## src/rtl/serial_adder_ctrl.sv

```systemverilog
// +----------------------------------------------------------------------------+
// | Module      : serial_adder_ctrl (plus leaf half_adder)                     |
// | Description : Bit-serial adder sequencer. A single 1-bit full-adder slice  |
// |               (two half adders + OR) is reused for every bit position of a |
// |               WIDTH-bit add, walking LSB->MSB one bit per clock.           |
// | Config      : SERIAL_ADDER_SUB_EN - adds a 'sub' input; when latched high  |
// |               the block computes in_a - in_b (two's complement).           |
// | Ports       : clk, rst (sync, active-high), start, in_a, in_b,             |
// |               [sub], busy, done, sum, carry_out                            |
// | Revision    : 1.0 - initial release                                        |
// +----------------------------------------------------------------------------+
`default_nettype none

module half_adder (
  input  logic a,
  input  logic b,
  output logic s,
  output logic c
);
  assign s = a ^ b;
  assign c = a & b;
endmodule

module serial_adder_ctrl #(
  parameter int WIDTH = 8  // legal range 2..32
) (
  input  logic             clk,
  input  logic             rst,
  input  logic             start,
  input  logic [WIDTH-1:0] in_a,
  input  logic [WIDTH-1:0] in_b,
`ifdef SERIAL_ADDER_SUB_EN
  input  logic             sub,
`endif
  output logic             busy,
  output logic             done,
  output logic [WIDTH-1:0] sum,
  output logic             carry_out
);

  localparam int              CW       = $clog2(WIDTH) + 1;
  localparam logic [CW-1:0]   LAST_BIT = CW'(WIDTH - 1);

  typedef enum logic [1:0] {
    ST_IDLE = 2'd0,
    ST_RUN  = 2'd1,
    ST_DONE = 2'd2
  } state_t;

  state_t           state_q, state_d;
  logic [WIDTH-1:0] a_q, a_d;
  logic [WIDTH-1:0] b_q, b_d;
  logic [WIDTH-1:0] res_q, res_d;
  logic             carry_q, carry_d;
  logic [CW-1:0]    cnt_q, cnt_d;
  logic [WIDTH-1:0] sum_q, sum_d;
  logic             carry_out_q, carry_out_d;

  // Operation mode: w_sub_in is the request-side value sampled on accept,
  // w_sub is the value held for the operation in flight.
  logic w_sub_in;
  logic w_sub;
`ifdef SERIAL_ADDER_SUB_EN
  logic sub_q, sub_d;
  assign w_sub_in = sub;
  assign w_sub    = sub_q;
`else
  assign w_sub_in = 1'b0;
  assign w_sub    = 1'b0;
`endif

  // Shared full-adder slice. Subtraction inverts the B bit going in and
  // seeds the carry with 1 at accept time.
  logic w_b_bit, w_s0, w_c0, w_sum_bit, w_c1, w_cout;
  assign w_b_bit = b_q[0] ^ w_sub;

  half_adder u_ha0 (.a(a_q[0]), .b(w_b_bit), .s(w_s0),      .c(w_c0));
  half_adder u_ha1 (.a(w_s0),   .b(carry_q), .s(w_sum_bit), .c(w_c1));
  assign w_cout = w_c0 | w_c1;

  always_comb begin
    state_d     = state_q;
    a_d         = a_q;
    b_d         = b_q;
    res_d       = res_q;
    carry_d     = carry_q;
    cnt_d       = cnt_q;
    sum_d       = sum_q;
    carry_out_d = carry_out_q;
`ifdef SERIAL_ADDER_SUB_EN
    sub_d       = sub_q;
`endif

    case (state_q)
      ST_IDLE, ST_DONE: begin
        state_d = ST_IDLE;
        if (start) begin
          state_d = ST_RUN;
          a_d     = in_a;
          b_d     = in_b;
          res_d   = '0;
          carry_d = w_sub_in;
          cnt_d   = '0;
`ifdef SERIAL_ADDER_SUB_EN
          sub_d   = sub;
`endif
        end
      end
      ST_RUN: begin
        // Result bits enter at the MSB so after WIDTH shifts the LSB result
        // bit has arrived at position 0.
        res_d   = {w_sum_bit, res_q[WIDTH-1:1]};
        a_d     = a_q >> 1;
        b_d     = b_q >> 1;
        carry_d = w_cout;
        cnt_d   = cnt_q + CW'(1);
        if (cnt_q == LAST_BIT) begin
          state_d     = ST_DONE;
          sum_d       = {w_sum_bit, res_q[WIDTH-1:1]};
          carry_out_d = w_cout;
        end
      end
      default: state_d = ST_IDLE;
    endcase
  end

  always_ff @(posedge clk) begin
    if (rst) begin
      state_q     <= ST_IDLE;
      a_q         <= '0;
      b_q         <= '0;
      res_q       <= '0;
      carry_q     <= 1'b0;
      cnt_q       <= '0;
      sum_q       <= '0;
      carry_out_q <= 1'b0;
`ifdef SERIAL_ADDER_SUB_EN
      sub_q       <= 1'b0;
`endif
    end else begin
      state_q     <= state_d;
      a_q         <= a_d;
      b_q         <= b_d;
      res_q       <= res_d;
      carry_q     <= carry_d;
      cnt_q       <= cnt_d;
      sum_q       <= sum_d;
      carry_out_q <= carry_out_d;
`ifdef SERIAL_ADDER_SUB_EN
      sub_q       <= sub_d;
`endif
    end
  end

  assign busy      = (state_q == ST_RUN);
  assign done      = (state_q == ST_DONE);
  assign sum       = sum_q;
  assign carry_out = carry_out_q;

endmodule

`default_nettype wire

```

## config.mk

```make
export PLATFORM = sky130hd
export DESIGN_NAME = serial_adder_ctrl
export DESIGN_NICKNAME = d
export VERILOG_FILES = /design/src/rtl/serial_adder_ctrl.sv
export SDC_FILE = /design/constraint.sdc
export NUM_CORES = 1
export LEC_CHECK = 0
export ABC_AREA = 0
export BUFFER_PORTS_ARGS = -buffer_cell sky130_fd_sc_hd__buf_2
export CORE_UTILIZATION = 30
export CTS_CLUSTER_DIAMETER = 30
export DETAILED_ROUTE_END_ITERATION = 8
export SLEW_MARGIN = 40
export SYNTH_ARGS = -nofsm -noshare
export SYNTH_HDL_FRONTEND = slang
export SYNTH_HIERARCHICAL = 1
export SYNTH_SLANG_ARGS = --single-unit
```

## constraint.sdc

```tcl
create_clock -name clk -period 1.81 [get_ports clk]
set_clock_uncertainty 0.2 [all_clocks]
set_input_delay 0 -clock clk [delete_from_list [all_inputs] [get_ports clk]]
set_output_delay 0 -clock clk [all_outputs]
set_load 0.005 [all_outputs]
```

==> After elaboration in Yosys (flattened, before gate mapping) <==
Cells that the tools add are included.
{ "classes": {"reduce_logical": 5, "muxes": 13, "n_eq_ne": 5, "n_bitwise": 5, "addsub": 1} }
{ "ops": {"columns": ["op", "n"], "rows": [
  ["case mux 8 bit (2 select lines)", 3],
  ["2-to-1 mux 8 bit", 3],
  ["case mux 4 bit (2 select lines)", 1],
  ["adder 4 x 1 -> 4 bit, second input constant", 1],
  ["equality test 4 x 3 -> 1 bit, second input constant", 1],
  ["2-to-1 mux 4 bit", 1],
  ["case mux 2 bit (2 select lines)", 1],
  ["AND reduction 2 bit", 2],
  ["bitwise AND 1 bit", 2],
  ["equality test 2 x 1 -> 1 bit, second input constant", 1],
  ["equality test 2 bit, second input constant", 1],
  ["zero test 2 bit", 1],
  ["2-to-1 mux 1 bit", 2],
  ["2-to-1 mux 2 bit", 1],
  ["inequality test 2 x 1 -> 1 bit, second input constant", 1],
  ["inequality test 2 bit, second input constant", 1],
  ["case mux 1 bit (2 select lines)", 1],
  ["nonzero test 2 bit", 1],
  ["OR reduction 2 bit", 1],
  ["bitwise XOR 1 bit", 2],
  ["OR 1 bit", 1]
]} }
{ "word_totals": {"ff_bits": 40, "out_inout_bits": 11, "input_bits": 19} }

==> Depth between registers and ports, before layout <==
Gate-level depths: netlist of run 1.
{ "depth": {"word_depth": 4, "mapped_depth": 5, "depth_no_buf": 5} }

==> By module <==
The synthesis of run 1 kept the hierarchy.
{ "modules_own_cells": {"columns": ["mod", "cells_per_inst", "area_per_inst_um2", "n_inst"], "rows": [
  ["serial_adder_ctrl", 178, 1644.1, 1],
  ["half_adder", 1, 12.5, 2]
]} }

==> Least setup slack after synthesis of run 1 <==
No wires, ideal clock.
{ "synth_timing": {"path_type": "register to register", "startpoint": "reg cnt_q[0]", "endpoint": "reg carry_out_q (netlist: carry_out)", "arrival_ps": 1226, "stages_incl_launch_ff": 5, "period_less_slack_ps": 1493, "slack_ps": 317, "n_path_buf": 0, "t_required_ps": 1543, "path_cell_list": "dfxtp_1 -> ha_1 -> nand3b_4 -> or4_4 -> o21ai_2"} }
{ "synth_between": {"elab_chain_len": 2} }
{ "synth_lines": {"columns": ["item", "line_no", "rtl"], "rows": [
  ["start, declared", "55", "logic [CW-1:0] cnt_q, cnt_d;"],
  ["start signal, assigned", "146", "cnt_q <= cnt_d;"],
  ["equality test 4 x 3 -> 1 bit", "117", "if (cnt_q == LAST_BIT) begin"],
  ["AND reduction 2 bit (no source line)", null, null],
  ["end signal, assigned", "148", "carry_out_q <= carry_out_d;"],
  ["end, declared", "57", "logic carry_out_q, carry_out_d;"]
]} }
No other way between the ends.
A chain may end at the register's enable or synchronous reset.

==> Final worst setup path of run 1 <==
Same ends and word-level chain as after synthesis.

==> results_dict.tcl, run 1 <==
set metrics [dict create \
    status "completed" \
    initial_core_util 0.319 \
    yosys.area.top_type "dfxtp_1" \
    grt_max_degree 41 \
    tightest_slew_ns 0.619 \
    rows 26 \
    die_h_um 76.6 \
    hold_path.class "input port to flip-flop" \
    netlist_area_um2 1670 \
    gr-usage-all-layers 0.122 \
    ios 30 \
    critPathTopFamily "simple AND/OR/NAND/NOR gates" \
    peakVddDrop_v 0.000614 \
    post_synth_num_cell_types 28 \
    grt_pass1_vias 1319 \
    antenna_found_initial 0 \
    clkTransAtPathRegs_ns 0.08 \
    vias_per_cell 4.82 \
    syn_nets 202 \
    grt_pass1_wl_um 5760 \
    drt_iter0_drc 44 \
    power.leakage_nw 0.867 \
    p_per_area_nw_per_um2 861 \
    crit_path_max_fanout 4 \
    cap_violations 0 \
    die_x_um 76.6 \
    drc 0 \
    register_area_um2 781 \
    finalCritPeriodShare 0.865 \
    ant_nets 0 \
    fin_util 0.409 \
    clk_path_buf_depth 2 \
    post_drt_wl_per_cell_um 11.4 \
    synth_top_area_share 0.468 \
    critPathBufInv 0 \
    pre_cts_slack_ns 0.251 \
    nets 246 \
    rsz0062_at_grt "no" \
    fmax_ghz 0.638 \
    setup_slack_ns 0.244 \
    maxSlewViolCount 0 \
    clkLatencyLatePin_ns 0.29 \
    die_area_um2 5870 \
    finalCriticalPeriod_ns 1.57 \
    ys_warn_count 6 \
    arrival_ns 1.59 \
    dp.final_hpwl_um 2110 \
    fillCellCount 525 \
    holdWs_ns 0.00812 \
    cts_sinks 39 \
    io_buffers 29 \
    cts_setup_buffers 0 \
    drive_gt1_frac 0.231 \
    cts_tree "built" \
    yosysSeqAreaShare 0.468 \
    htreeDepth 2 \
    slew-limit-headroom 0.588 \
    crit_type "flip-flop to flip-flop" \
    syn_to_final_growth_pct 28.4 \
    critical_path.cell_chain "ha_1, nand3b_4, or4_4, o21ai_2" \
    dr.pass1.iters 4 \
    synth-seq-cells 39 \
    cts_root_buf "clkbuf_8" \
    cp_slowest_stage_delay_ns 0.50 \
    syn_area_per_cell_um2 9.27 \
    synth.area.top_cells "dfxtp_1, a21oi_1, nand3_1" \
    startpoint_type "flip-flop" \
    netlist_instances 180 \
    critPathRequiredTime_ns 1.83 \
    setup-violations-final 0 \
    grt-ovfl-total 0 \
    finalHoldViolations 0 \
    vias 1421 \
    antenna_cells 0 \
    globalplace.congestion 0.696 \
    fin_tns_setup_ns 0 \
    wl_um 3360 \
    multiInputGateArea_um2 796 \
    end_kind "flip-flop" \
    numCtsBuffers 5 \
    crit_slowest_cell "or4_4" \
    fp.coreArea_um2 5240 \
]
==> layout make-up <==
class | count | area share
Timing Repair Buffer | 52 | 0.167
Sequential cell | 39 | 0.364
Tap cell | 70 | 0.0409
Clock buffer | 6 | 0.0385
Multi-Input combinational cell | 125 | 0.371
Inverter | 1 | 0.00175
Clock inverter | 2 | 0.0163
==> through the flow <==
step	cell area (um^2)	total power, W	cells
final	2140	0.00185	295
after global routing	2140	0.00194	295
after CTS	2140	0.00188	295
after detailed placement	1870	0.00110	271
after global placement	1870	0.00110	271
after floorplan	1670	0.00105	180
==> cell families after synthesis <==
kind of cell / Yosys count / synth area share
AND/OR/NAND/NOR: 67 / 0.233
AO/OA/AOI/OAI: 45 / 0.160
flip-flops: 39 / 0.468
buffers and inverters: 16 / 0.0555
multiplexers: 10 / 0.0615
adder cells (fa/ha/maj): 3 / 0.0225
==> power by group <==
group,internal (W),switching [W],total (W)
combinational,0.0000932,0.000110,0.000203
clock,0.000446,0.000292,0.000738
sequential,0.000888,0.0000170,0.000905
==> cells in the final DEF, fill, tap and decap left out, types with 6 or more instances in the layout <==
master and n:
nand3_1 26, nand2_1 10, nand2b_1 19, buf_4 7
buf_2 29, a22oi_1 14, clkbuf_8 6, a21oi_1 28
mux2i_1 8, dfxtp_1 39, dlygate4sd3_1 16
==> state kept, by name (all words and copies together), names as in the netlist <==
register,cells
state_q,2
res_q,7
carry_out,1
a_q,8
b_q,8
carry_q,1
sum,8
cnt_q,4
==> path summary, 6_finish.rpt <==
check / slack (ns) / depth (start not counted) / end / from
setup / recovery: 0.24 / 4 / carry_out$_SDFFE_PP0P_ / cnt_q[0]$_SDFFE_PP0P_
hold / removal: 0.008 / 4 / state_q[0]$_SDFFE_PP0P_ / start
setup reg to reg: 0.24 / 4 / carry_out$_SDFFE_PP0P_ / cnt_q[0]$_SDFFE_PP0P_
hold reg to reg: 0.27 / 2 / b_q[3]$_SDFFE_PP0P_ / b_q[3]$_SDFFE_PP0P_
==> cells in the mapped netlist, drive strengths merged <==
library cell	n
ha	3
a211oi	1
nand4	1
nand3b	1
nand2	10
clkbuf	5
or2b	1
mux2	2
buf	10
nor2	4
o21ai	2
mux2i	8
a21oi	28
nor3	1
nor3b	1
nand2b	19
nand3	26
dfxtp	39
or4	1
inv	1
a22oi	14
nor2b	2
==> tightest hold or removal path, cell delays in order <==
cell,delay [ns]
buf_2,0.10
nor2b_1,0.17
a21oi_1,0.14
nor2_1,0.05
==> per-layer routing <==
| layer | track usage | share of wire | vias up |
|---|---|---|---|
| met5 | 0 | 0 | - |
| met4 | 0.0519 | 0.013 | 0 |
| met3 | 0.0323 | 0.041 | 5 |
| met2 | 0.212 | 0.48 | 35 |
| met1 | 0.140 | 0.46 | 657 |
| li1 | - | - | 724 |
==> repair_timing <==
action / 4_1_cts / 5_1_grt
resized for setup: 0 / 0
hold endpoints to repair: 16 / 0
hold buffers: 16 / 0
(Power assumes the default switching activity.)
==> run 2: changes to the inputs <==
Settings changed: CORE_UTILIZATION 30 to 54, PLACE_DENSITY from default to 0.78.
==> results_dict.tcl, run 2 (synthesis results as in run 1) <==
set metrics [dict create \
    crit_type "flip-flop to primary output" \
    drt_iter0_drc 47 \
    vias 1472 \
    end_kind "primary output" \
    cts_setup_buffers 0 \
    antenna_cells 0 \
    post_drt_wl_per_cell_um 13.6 \
    ant_nets 0 \
    pre_cts_slack_ns 0.255 \
    rows 19 \
    mostFrequentLayoutCells "dfxtp_1, buf_2, a21oi_1" \
    grt_pass1_wl_um 5770 \
    fin_tns_setup_ns 0 \
    peakVddDrop_v 0.000722 \
    final_common_cell "dfxtp_1" \
    io_buffers 29 \
    dr_wl_met3_um 173 \
    clkTransAtPathRegs_ns 0.11 \
    rsz0062_at_grt "no" \
    cts_tree "built" \
    cts_root_buf "clkbuf_4" \
    route.met2.wl_um 1800 \
    antenna_found_initial 0 \
    status "finished, violations left" \
    cp_slowest_stage_delay_ns 0.32 \
    clk_path_buf_depth 2 \
    ios 30 \
    placed_area_um2 1820 \
    grt-ovfl-total 0 \
    die_x_um 57.6 \
    wl_um 3520 \
    die_h_um 57.6 \
    finalHoldViolations 0 \
    final_area_um2 2090 \
    fp.coreArea_um2 2850 \
    critPathRequiredTime_ns 1.61 \
    drc 3 \
    crit_slowest_cell "dfxtp_1" \
    numCtsBuffers 5 \
    grt_max_degree 50 \
    p_per_area_nw_per_um2 826 \
    routed.top_layer "met4" \
    critPathTopFamily "buffers and inverters" \
    grt_pass1_vias 1360 \
    drive_gt1_frac 0.232 \
    globalplace.congestion 0.728 \
    nets 249 \
    critPathBufInv 3 \
    hold_path.class "input port to flip-flop" \
    gr-usage-all-layers 0.233 \
    power.leakage_nw 0.867 \
    critical_path.cell_chain "nand2b_1, inv_2, buf_4, buf_2" \
    syn_to_final_growth_pct 25.3 \
    startpoint_type "flip-flop" \
    violations "design-rule violations" \
    maxSlewViolCount 0 \
    htreeDepth 2 \
    slew-limit-headroom 0.512 \
    setup_slack_ns 0.157 \
    crit_path_max_fanout 12 \
    die_area_um2 3320 \
    finalCritPeriodShare 0.913 \
    dp.final_hpwl_um 2220 \
    finalCriticalPeriod_ns 1.65 \
    cts_sinks 39 \
    cap_violations 0 \
    dr.pass1.iters 6 \
    clkLatencyLatePin_ns 0.35 \
    fmax_ghz 0.605 \
    setup-violations-final 0 \
    vias_per_cell 5.68 \
    arrival_ns 1.45 \
    initial_core_util 0.585 \
    tightest_slew_ns 0.732 \
    met1_length_um 1490 \
]
==> run 2: stage by stage <==
| step | hold slack [ns] | total power, W | utilization | cells |
|---|---|---|---|---|
| finish | 0.240 | 0.00173 | 0.733 | 259 |
| global route | 0.242 | 0.00180 | 0.733 | 259 |
| CTS | 0.226 | 0.00173 | 0.733 | 259 |
| detailed placement | 0.0575 | 0.00111 | 0.639 | 233 |
| global placement | 0.0434 | 0.00109 | 0.639 | 233 |
| floorplan | -0.0640 | 0.00105 | - | 180 |
==> run 2: what timing repair did <==
action | in CTS | in global routing
hold buffers | 18 | 0
hold endpoints to repair | 20 | 0
resized for setup | 0 | 0
==> run 2: worst paths after layout <==
path	slack, ns	end	cells after the start	start
hold reg to reg	0.27	sum[7]$_SDFFE_PP0P_	2	sum[7]$_SDFFE_PP0P_
setup reg to reg	0.21	carry_out$_SDFFE_PP0P_	4	cnt_q[0]$_SDFFE_PP0P_
hold / removal	0.24	b_q[7]$_SDFFE_PP0P_	4	in_b[7]
setup / recovery	0.16	busy	4	state_q[1]$_SDFFE_PP0P_
==> run 2: report_power, final <==
| group | switching (W) | internal, W | total (W) | leakage [nW] |
|---|---|---|---|---|
| clock | 0.000280 | 0.000326 | 0.000606 | 0.0482 |
| sequential | 0.0000182 | 0.000889 | 0.000907 | 0.317 |
| combinational | 0.000114 | 0.0000997 | 0.000214 | 0.501 |
==> run 2: final cells by class <==
cell class                      instances  area [um^2]
Fill cell                             217          762
Inverter                                1         3.75
Timing Repair Buffer                   55          385
Tap cell                               31         38.8
Clock buffer                            6         51.3
Multi-Input combinational cell        125          796
Sequential cell                        39          781
Clock inverter                          2         35.0
==> run 2: routing by layer <==
metal,track usage,vias up
met5,0,-
met4,0.0801,0
met3,0.0748,8
met2,0.422,42
met1,0.253,687
li1,-,735
==> run 2: worst register-to-register path, stage by stage, from the launching register on <==
cell and delay, ns:
dfxtp_1 0.40, ha_1 0.25, nand3b_4 0.14, or4_4 0.50
o21ai_2 0.06
